$ cat config.mk
export PLATFORM = sky130hd
export DESIGN_NAME = alu_seq_exec
export DESIGN_NICKNAME = d
export VERILOG_FILES = /design/src/rtl/co_alu_pkg.sv /design/src/rtl/alu_seq_shifter.sv /design/src/rtl/alu_seq_exec.sv
export SDC_FILE = /design/constraint.sdc
export NUM_CORES = 1
export LEC_CHECK = 0
export CAP_MARGIN = 10
export CORE_MARGIN = 4
export CORE_UTILIZATION = 58
export DETAILED_ROUTE_END_ITERATION = 12
export PLACE_DENSITY_LB_ADDON = 0.25
export SYNTH_ARGS = -nofsm -noshare
export SYNTH_HDL_FRONTEND = slang
export SYNTH_HIERARCHICAL = 1
export SYNTH_SLANG_ARGS = --single-unit
$ cat constraint.sdc
create_clock -name clk_i -period 3.4 [get_ports clk_i]
set_clock_uncertainty 0.1 [all_clocks]
set_input_delay 0.68 -clock clk_i [delete_from_list [all_inputs] [get_ports clk_i]]
set_output_delay 0.68 -clock clk_i [all_outputs]
set_load 0.01 [all_outputs]
$ cat src/rtl/co_alu_pkg.sv
// Shared ALU definitions: ALUCtrl code constants (also used by the ALU
// controller), the execute-stage state encoding and a small decode helper.
package co_alu_pkg;

   localparam logic [3:0] ALU_AND  = 4'b0000;
   localparam logic [3:0] ALU_OR   = 4'b0001;
   localparam logic [3:0] ALU_ADD  = 4'b0010;
   localparam logic [3:0] ALU_SUB  = 4'b0110;
   localparam logic [3:0] ALU_SLT  = 4'b0111;
   localparam logic [3:0] ALU_LUI  = 4'b1000;
   localparam logic [3:0] ALU_SRA  = 4'b1001;
   localparam logic [3:0] ALU_BNE  = 4'b1010;
   localparam logic [3:0] ALU_SRAV = 4'b1011;

   typedef enum logic [1:0] {
      ST_IDLE  = 2'd0,
      ST_SHIFT = 2'd1,
      ST_DONE  = 2'd2
   } state_t;

   // True for the codes that go through the arithmetic right shifter
   function automatic logic is_shift_op(input logic [3:0] code);
      return (code == ALU_SRA) || (code == ALU_SRAV);
   endfunction

endpackage

$ cat src/rtl/alu_seq_shifter.sv
// Arithmetic right shifter for sra/srav.
// Default build: working register plus down-counter, one bit per step.
// With ALU_SEQ_BARREL_EN defined the shift is a single combinational
// barrel stage on data_in/amt_in and no state is kept.
module alu_seq_shifter #(
   parameter int DATA_W  = 32,
   parameter int SHAMT_W = 5
) (
   input  logic               clk_i,
   input  logic               rst_i,
   input  logic               load,
   input  logic               step,
   input  logic [DATA_W-1:0]  data_in,
   input  logic [SHAMT_W-1:0] amt_in,
   output logic [DATA_W-1:0]  shift_out,
   output logic               last
);

`ifdef ALU_SEQ_BARREL_EN

   // Whole shift in one pass; the step interface is never exercised
   assign shift_out = $signed(data_in) >>> amt_in;
   assign last      = 1'b1;

`else

   logic [DATA_W-1:0]  work_q;
   logic [SHAMT_W-1:0] count_q;

   // Load operand and amount on start, then shift by one and count down per step
   always_ff @(posedge clk_i or negedge rst_i) begin
      if (!rst_i) begin
         work_q  <= '0;
         count_q <= '0;
      end else if (load) begin
         work_q  <= data_in;
         count_q <= amt_in;
      end else if (step) begin
         work_q  <= shift_out;
         count_q <= count_q - SHAMT_W'(1);
      end
   end

   // shift_out is the value after the step in progress, so the final step's
   // result can be captured on the same edge that leaves SHIFT
   assign shift_out = {work_q[DATA_W-1], work_q[DATA_W-1:1]};
   assign last      = (count_q == SHAMT_W'(1));

`endif

endmodule

$ cat src/rtl/alu_seq_exec.sv
// Execute-stage ALU with start/done handshake. Single-cycle ops finish in
// one cycle; sra/srav shift iteratively unless ALU_SEQ_BARREL_EN is defined,
// in which case every op finishes in one cycle.
module alu_seq_exec
   import co_alu_pkg::*;
#(
   parameter int DATA_W  = 32,
   parameter int SHAMT_W = 5
) (
   input  logic               clk_i,
   input  logic               rst_i,
   input  logic               start_i,
   input  logic [3:0]         ctrl_i,
   input  logic [DATA_W-1:0]  src1_i,
   input  logic [DATA_W-1:0]  src2_i,
   input  logic [SHAMT_W-1:0] shamt_i,
   output logic               busy_o,
   output logic               done_o,
   output logic [DATA_W-1:0]  result_o,
   output logic               zero_o,
   output logic               overflow_o
);

   state_t              state_q, state_d;
   logic [SHAMT_W-1:0]  shift_amt;
   logic [DATA_W-1:0]   shift_out;
   logic                shift_last;
   logic                shift_load, shift_step;
   logic [DATA_W-1:0]   sum, diff;
   logic [DATA_W-1:0]   op_res;
   logic                op_zero, op_ovf;
   logic                cap;
   logic [DATA_W-1:0]   cap_res;
   logic                cap_zero, cap_ovf;

   // sra takes the instruction shamt field, srav the low bits of rs
   assign shift_amt = (ctrl_i == ALU_SRAV) ? src1_i[SHAMT_W-1:0] : shamt_i;
   assign sum       = src1_i + src2_i;
   assign diff      = src1_i - src2_i;

   alu_seq_shifter #(
      .DATA_W  (DATA_W),
      .SHAMT_W (SHAMT_W)
   ) u_shifter (
      .clk_i     (clk_i),
      .rst_i     (rst_i),
      .load      (shift_load),
      .step      (shift_step),
      .data_in   (src2_i),
      .amt_in    (shift_amt),
      .shift_out (shift_out),
      .last      (shift_last)
   );

   // Single-cycle result and flags computed straight from the inputs
   always_comb begin
      op_res = '0;
      op_ovf = 1'b0;
      case (ctrl_i)
         ALU_AND: op_res = src1_i & src2_i;
         ALU_OR:  op_res = src1_i | src2_i;
         ALU_ADD: begin
            op_res = sum;
            op_ovf = (src1_i[DATA_W-1] == src2_i[DATA_W-1]) &&
                     (sum[DATA_W-1] != src1_i[DATA_W-1]);
         end
         ALU_SUB: begin
            op_res = diff;
            op_ovf = (src1_i[DATA_W-1] != src2_i[DATA_W-1]) &&
                     (diff[DATA_W-1] != src1_i[DATA_W-1]);
         end
         ALU_SLT: op_res = DATA_W'($signed(src1_i) < $signed(src2_i));
         ALU_LUI: op_res = DATA_W'(src2_i[15:0]) << 16;
`ifdef ALU_SEQ_BARREL_EN
         ALU_SRA, ALU_SRAV: op_res = shift_out;
`else
         ALU_SRA, ALU_SRAV: op_res = src2_i;
`endif
         ALU_BNE: op_res = diff;
         default: op_res = '0;
      endcase
      op_zero = (ctrl_i == ALU_BNE) ? (src1_i != src2_i) : (op_res == '0);
   end

   // Next-state logic plus shifter control and result-capture selection
   always_comb begin
      state_d    = state_q;
      shift_load = 1'b0;
      shift_step = 1'b0;
      cap        = 1'b0;
      cap_res    = op_res;
      cap_zero   = op_zero;
      cap_ovf    = op_ovf;
      case (state_q)
         ST_IDLE: begin
            if (start_i) begin
`ifdef ALU_SEQ_BARREL_EN
               cap     = 1'b1;
               state_d = ST_DONE;
`else
               if (is_shift_op(ctrl_i) && (shift_amt != '0)) begin
                  shift_load = 1'b1;
                  state_d    = ST_SHIFT;
               end else begin
                  cap     = 1'b1;
                  state_d = ST_DONE;
               end
`endif
            end
         end
         ST_SHIFT: begin
            shift_step = 1'b1;
            if (shift_last) begin
               cap      = 1'b1;
               cap_res  = shift_out;
               cap_zero = (shift_out == '0);
               cap_ovf  = 1'b0;
               state_d  = ST_DONE;
            end
         end
         ST_DONE: state_d = ST_IDLE;
         default: state_d = ST_IDLE;
      endcase
   end

   // State register; reset aborts any shift in flight
   always_ff @(posedge clk_i or negedge rst_i) begin
      if (!rst_i) begin
         state_q <= ST_IDLE;
      end else begin
         state_q <= state_d;
      end
   end

   // Output registers update only on the edge that enters DONE and hold otherwise
   always_ff @(posedge clk_i or negedge rst_i) begin
      if (!rst_i) begin
         result_o   <= '0;
         zero_o     <= 1'b0;
         overflow_o <= 1'b0;
      end else if (cap) begin
         result_o   <= cap_res;
         zero_o     <= cap_zero;
         overflow_o <= cap_ovf;
      end
   end

   assign busy_o = (state_q == ST_SHIFT);
   assign done_o = (state_q == ST_DONE);

endmodule

==> metrics.cfg, run 1 <==
[synth]
synth.distinct_cells=92
synthCells=1181
ys_seq_elements=72
synthTopCellsByArea=dfrtp_1 (20%), ha_1 (15%), o21ai_0 (5.7%)
synth_sequential_area_ratio_pct=19.7
mappedNetlistArea_um2=9150
synth_ff_type=dfrtp_1
yosys.area.top_type=dfrtp_1
synth.top_cell.area_share_pct=19.7
syn_area_per_cell_um2=7.74
syn_nets=1365
yosysMostFrequentCell=nand2_1
async_flop_share_pct=100
synth_edf_count=0
synthTopCellsByCount=nand2_1 (111), ha_1 (106), o21ai_0 (104), inv_1 (97), a21oi_1 (86)
ys.warnings.count=6

[global_routing]
grt_pass1_wl_mm=110
gr-usage-all-layers_pct=78.8
grt_max_degree=42
grt.overflow.total=121
grt_pass1_vias=17400

[place]
hpwl_mm=33.7
placedCellCount=1845
post_dp_cell_area_um2=13400
routabilityCongestion=1.15
port_buffers=111

[outcome]
haltStage=global routing
firstError=[ERROR GRT-0116] Global routing finished with congestion. Check the congestion regions in the DRC Viewer.
status=aborted with a tool error

[floorplanning]
initial_core_util_pct=59.7
io_pins=112
die_h_um=134
rows=45
die_w_um=134

[clock_network]
cts_buffers=9
clockBufferDepth=2
cts_root_buf=clkbuf_16
clock_sinks=72
cts_max_level=3
cts_hold_buf=0

## stage by stage
| step | util [%] | worst slack, ns |
|---|---|---|
| after CTS | 96.1 | -0.416 |
| after detailed placement | 87.6 | -1.29 |
| after global placement | 87.6 | -1.14 |
| after floorplan | - | -0.247 |
## cell families after synthesis
logic type	after synthesis	synth area share, %
adders and majority gates	108	14.9
and+or+nand+nor	339	19.0
DFF	72	19.7
muxes	42	4.65
buffers and inverters	173	8.28
xor gates and xnor gates	13	1.24
AOI/OAI and AO/OA	434	32.2
## routing by layer
layer	overflow	global-route usage [%]
met5	0	28.9
met2	63	95.3
met1	2	75.8
met4	54	85.4
met3	2	63.8
## repair_timing
| item | 4_1_cts |
|---|---|
| pin swaps | 65 |
| setup endpoints to repair | 27 |
| buffers inserted | 39 |
| gates resized for setup | 289 |
==> inputs of run 2 (changes only) <==
CORE_UTILIZATION = 40   (was 58)
PLACE_DENSITY_LB_ADDON = 0.15   (was 0.25)
==> metrics.cfg, run 2 <==
[critical_path]
critPathMaxStageDelay_ns=0.31
critPathCaptureType=flop
reg2reg_depth=12
start_kind=primary input
crit_required_ns=3.54
cp_cell_sequence=buf_4, inv_4, ha_4, buf_6, buf_6, nor4_4, nand2_2, a21oi_4, o31ai_4, buf_4, a21oi_1, o31a_1, a21boi_0, o21a_2, nor2b_1, nand4_1, o31ai_4
worstPathArrival_ns=3.79
worstPathMaxFanout=4
worstSetupPathType=in -> reg
slowest_stage=nor4_4

[global_routing]
grt.overflow.total=0
gr-usage-all-layers_pct=32.8
grt_pass1_vias=11400
grt_max_degree=73
antenna_found_initial=0
grt_pass1_wl_mm=65.9

[synth]
synth-adder-area-share_pct=14.9  ; unchanged
yosys.area.top_type=dfrtp_1
synthTopCellsByCount=nand2_1 (111), ha_1 (106), o21ai_0 (104), inv_1 (97), a21oi_1 (86)
synth_simple_gate_area_share_pct=19.0  ; unchanged
async_flop_share_pct=100  ; unchanged
synthTopCellsByArea=dfrtp_1 (20%), ha_1 (15%), o21ai_0 (5.7%)
synth_xor_area_share_pct=1.24  ; unchanged
synthCells=1181  ; unchanged
yosysMostFrequentCell=nand2_1
ys_seq_elements=72  ; unchanged
synth_sequential_area_ratio_pct=19.7  ; unchanged
synth.top_cell.area_share_pct=19.7  ; unchanged
synthMuxAreaShare_pct=4.65  ; unchanged
syn_area_per_cell_um2=7.74  ; unchanged
ys.warnings.count=6  ; unchanged
syn_nets=1365  ; unchanged
synth.distinct_cells=92  ; unchanged
mappedNetlistArea_um2=9150  ; unchanged
synth_edf_count=0  ; unchanged
synth-compound-area-share_pct=32.2  ; unchanged
synth_top_family_by_area=compound AO/OA/AOI/OAI gates
synth_ff_type=dfrtp_1

[floorplanning]
core_um2=22600
rows=55  ; +22%
die_area_um2=25300
die_w_um=159  ; +19%
die_h_um=159  ; +19%
initial_core_util_pct=40.5  ; -19 points
io_pins=112  ; unchanged

[timing]
max_slew.worst_pin.slew_ns=0.897
hold_viol=0
slew_viol_final=0
fin_crit_sh_pct=107
worst_slack_ns=-0.249
relSlewSlack_pct=40.2
period_needed_ns=3.65
setup_violations=3
max_freq_mhz=274
rsz0062_at_grt=true

[final_layout]
final_cell_mix=buf_4 (513), nand2_1 (109), o21ai_0 (91)
drive_gt1_share_pct=47.7
largest_register_ffs=32
fin_nets=1956
post-route-cell-area_um2=16000
final_common_cell=buf_4
diodes=0
regMostFlops=result_o
area_growth_pct=75.0
reg.largest.list=result_o: 32 flops, u_shifter/work_q: 31 flops, u_shifter/count_q: 5 flops

[power_and_ir_drop]
p_seq_share_pct=26.1
finalPower_mw=6.26
leakage_nw=7.34
powerDensity_nw_per_um2=391
power.switching_mw=2.47
swShare_pct=39.5
vdd_drop_max_mv=0.350
p_clk_share_pct=16.1
combinationalPowerShare_pct=57.8
p_int_mw=3.79

[job]
maxCapViolations=0

[outcome]
violations=negative setup slack
status=finished, violations left

[worst_hold_path]
hp-class=in -> async

[clock_network]
cts_hold_buf=0  ; unchanged
cts_root_buf=clkbuf_16
cts_tree=yes
cts_buffers=9  ; unchanged
clockBufferDepth=2  ; unchanged
clk_pin_slew_ns=0.05
clock_sinks=72  ; unchanged
worstSkewPairLatency_ns=0.33
cts_max_level=3  ; unchanged

[place]
port_buffers=111  ; unchanged
dp_slack_ns=-1.24  ; +0.0509 ns
post_dp_cell_area_um2=13900  ; +3.4%
routabilityCongestion=1.03  ; -10%
hpwl_mm=34.9  ; +3.5%

[detailed_routing]
vias_per_cell=5.81
drtIter0Drc=1322
wl_per_cell_um=21.7
vias=12000
drc=0
drtAntennaViolNets=0
firstDrtPassIters=6
wirelength_mm=44.8

## run 2: cell counts after synthesis
No cell type changed its count.
## run 2: cell type report
| cell class | instances | area (µm²) |
|---|---|---|
| clock inverters | 6 | 82.6 |
| multi-input cells | 936 | 7940 |
| repair buffers | 653 | 5200 |
| fillers | 1807 | 6560 |
| well taps | 285 | 357 |
| inverters | 100 | 393 |
| clock buffers | 10 | 239 |
| flip-flops and latches | 72 | 1800 |
## run 2: logic make-up after synthesis
| family | after synthesis |
|---|---|
| multiplexers | 42 |
| adder cells (fa/ha/maj) | 108 |
| flip-flops | 72 |
| buffers and inverters | 173 |
| AO/OA/AOI/OAI | 434 |
| XOR/XNOR | 13 |
| AND/OR/NAND/NOR | 339 |
## run 2: worst max-delay path, delay by kind of cell
kind	cells	cell delay [ns]
AOI/OAI and AO/OA	7	1.54
and+or+nand+nor	4	0.76
buffers and inverters	5	0.59
adders and majority gates	1	0.22
## run 2: path summary, 6_finish.rpt
kind / startpoint / to / slack, ns
worst max-delay path: src2_i[10] / zero_o$_DFFE_PN0P_ / -0.25
worst min-delay path: rst_i / u_shifter/count_q[4]$_DFFE_PN0P_ / 0.38
worst max register to register: u_shifter/work_q[27]$_DFFE_PN0P_ / zero_o$_DFFE_PN0P_ / 0.20
worst min register to register: result_o[31]$_DFFE_PN0P_ / result_o[31]$_DFFE_PN0P_ / 0.39
max in group asynchronous: rst_i / result_o[24]$_DFFE_PN0P_ / 2.24
min in group clk_i: result_o[31]$_DFFE_PN0P_ / result_o[31]$_DFFE_PN0P_ / 0.39
## run 2: power groups by stage
stage	sequential (mW)	clock, mW	combinational (mW)
finish	1.63	1.01	3.62
global route	1.68	1.05	3.86
CTS	1.63	1.01	3.31
detailed placement	1.63	0	3.12
global placement	1.62	0	3.08
floorplan	1.63	0	1.40
## run 2: what timing repair did
action                     in CTS  in global routing
resized for setup             266                210
pin swaps                      75                102
setup endpoints to repair      25                 20
setup buffers                  38                 38
## run 2: metal layers
| metal | up-vias | GRT usage (%) | routed length [µm] |
|---|---|---|---|
| met5 | - | 0 | 0 |
| met4 | 0 | 9.94 | 1580 |
| met3 | 98 | 6.70 | 3920 |
| met2 | 577 | 51.1 | 19900 |
| met1 | 5740 | 45.8 | 19400 |
| li1 | 5558 | - | - |
## run 2: stage by stage
stage / hold slack (ns) / TNS (ns) / utilization, % / instances
after global routing: 0.434 / -0.992 / 70.9 / 2062
after floorplan: 0.284 / -0.292 / - / 1181
final: 0.375 / -0.459 / 70.9 / 2062
after detailed placement: 0.380 / -18.65 / 61.4 / 1975
after CTS: 0.395 / -0.736 / 66.8 / 2026
after global placement: 0.383 / -17.77 / 61.4 / 1975
No activity file was read; power rests on OpenSTA's default activity.
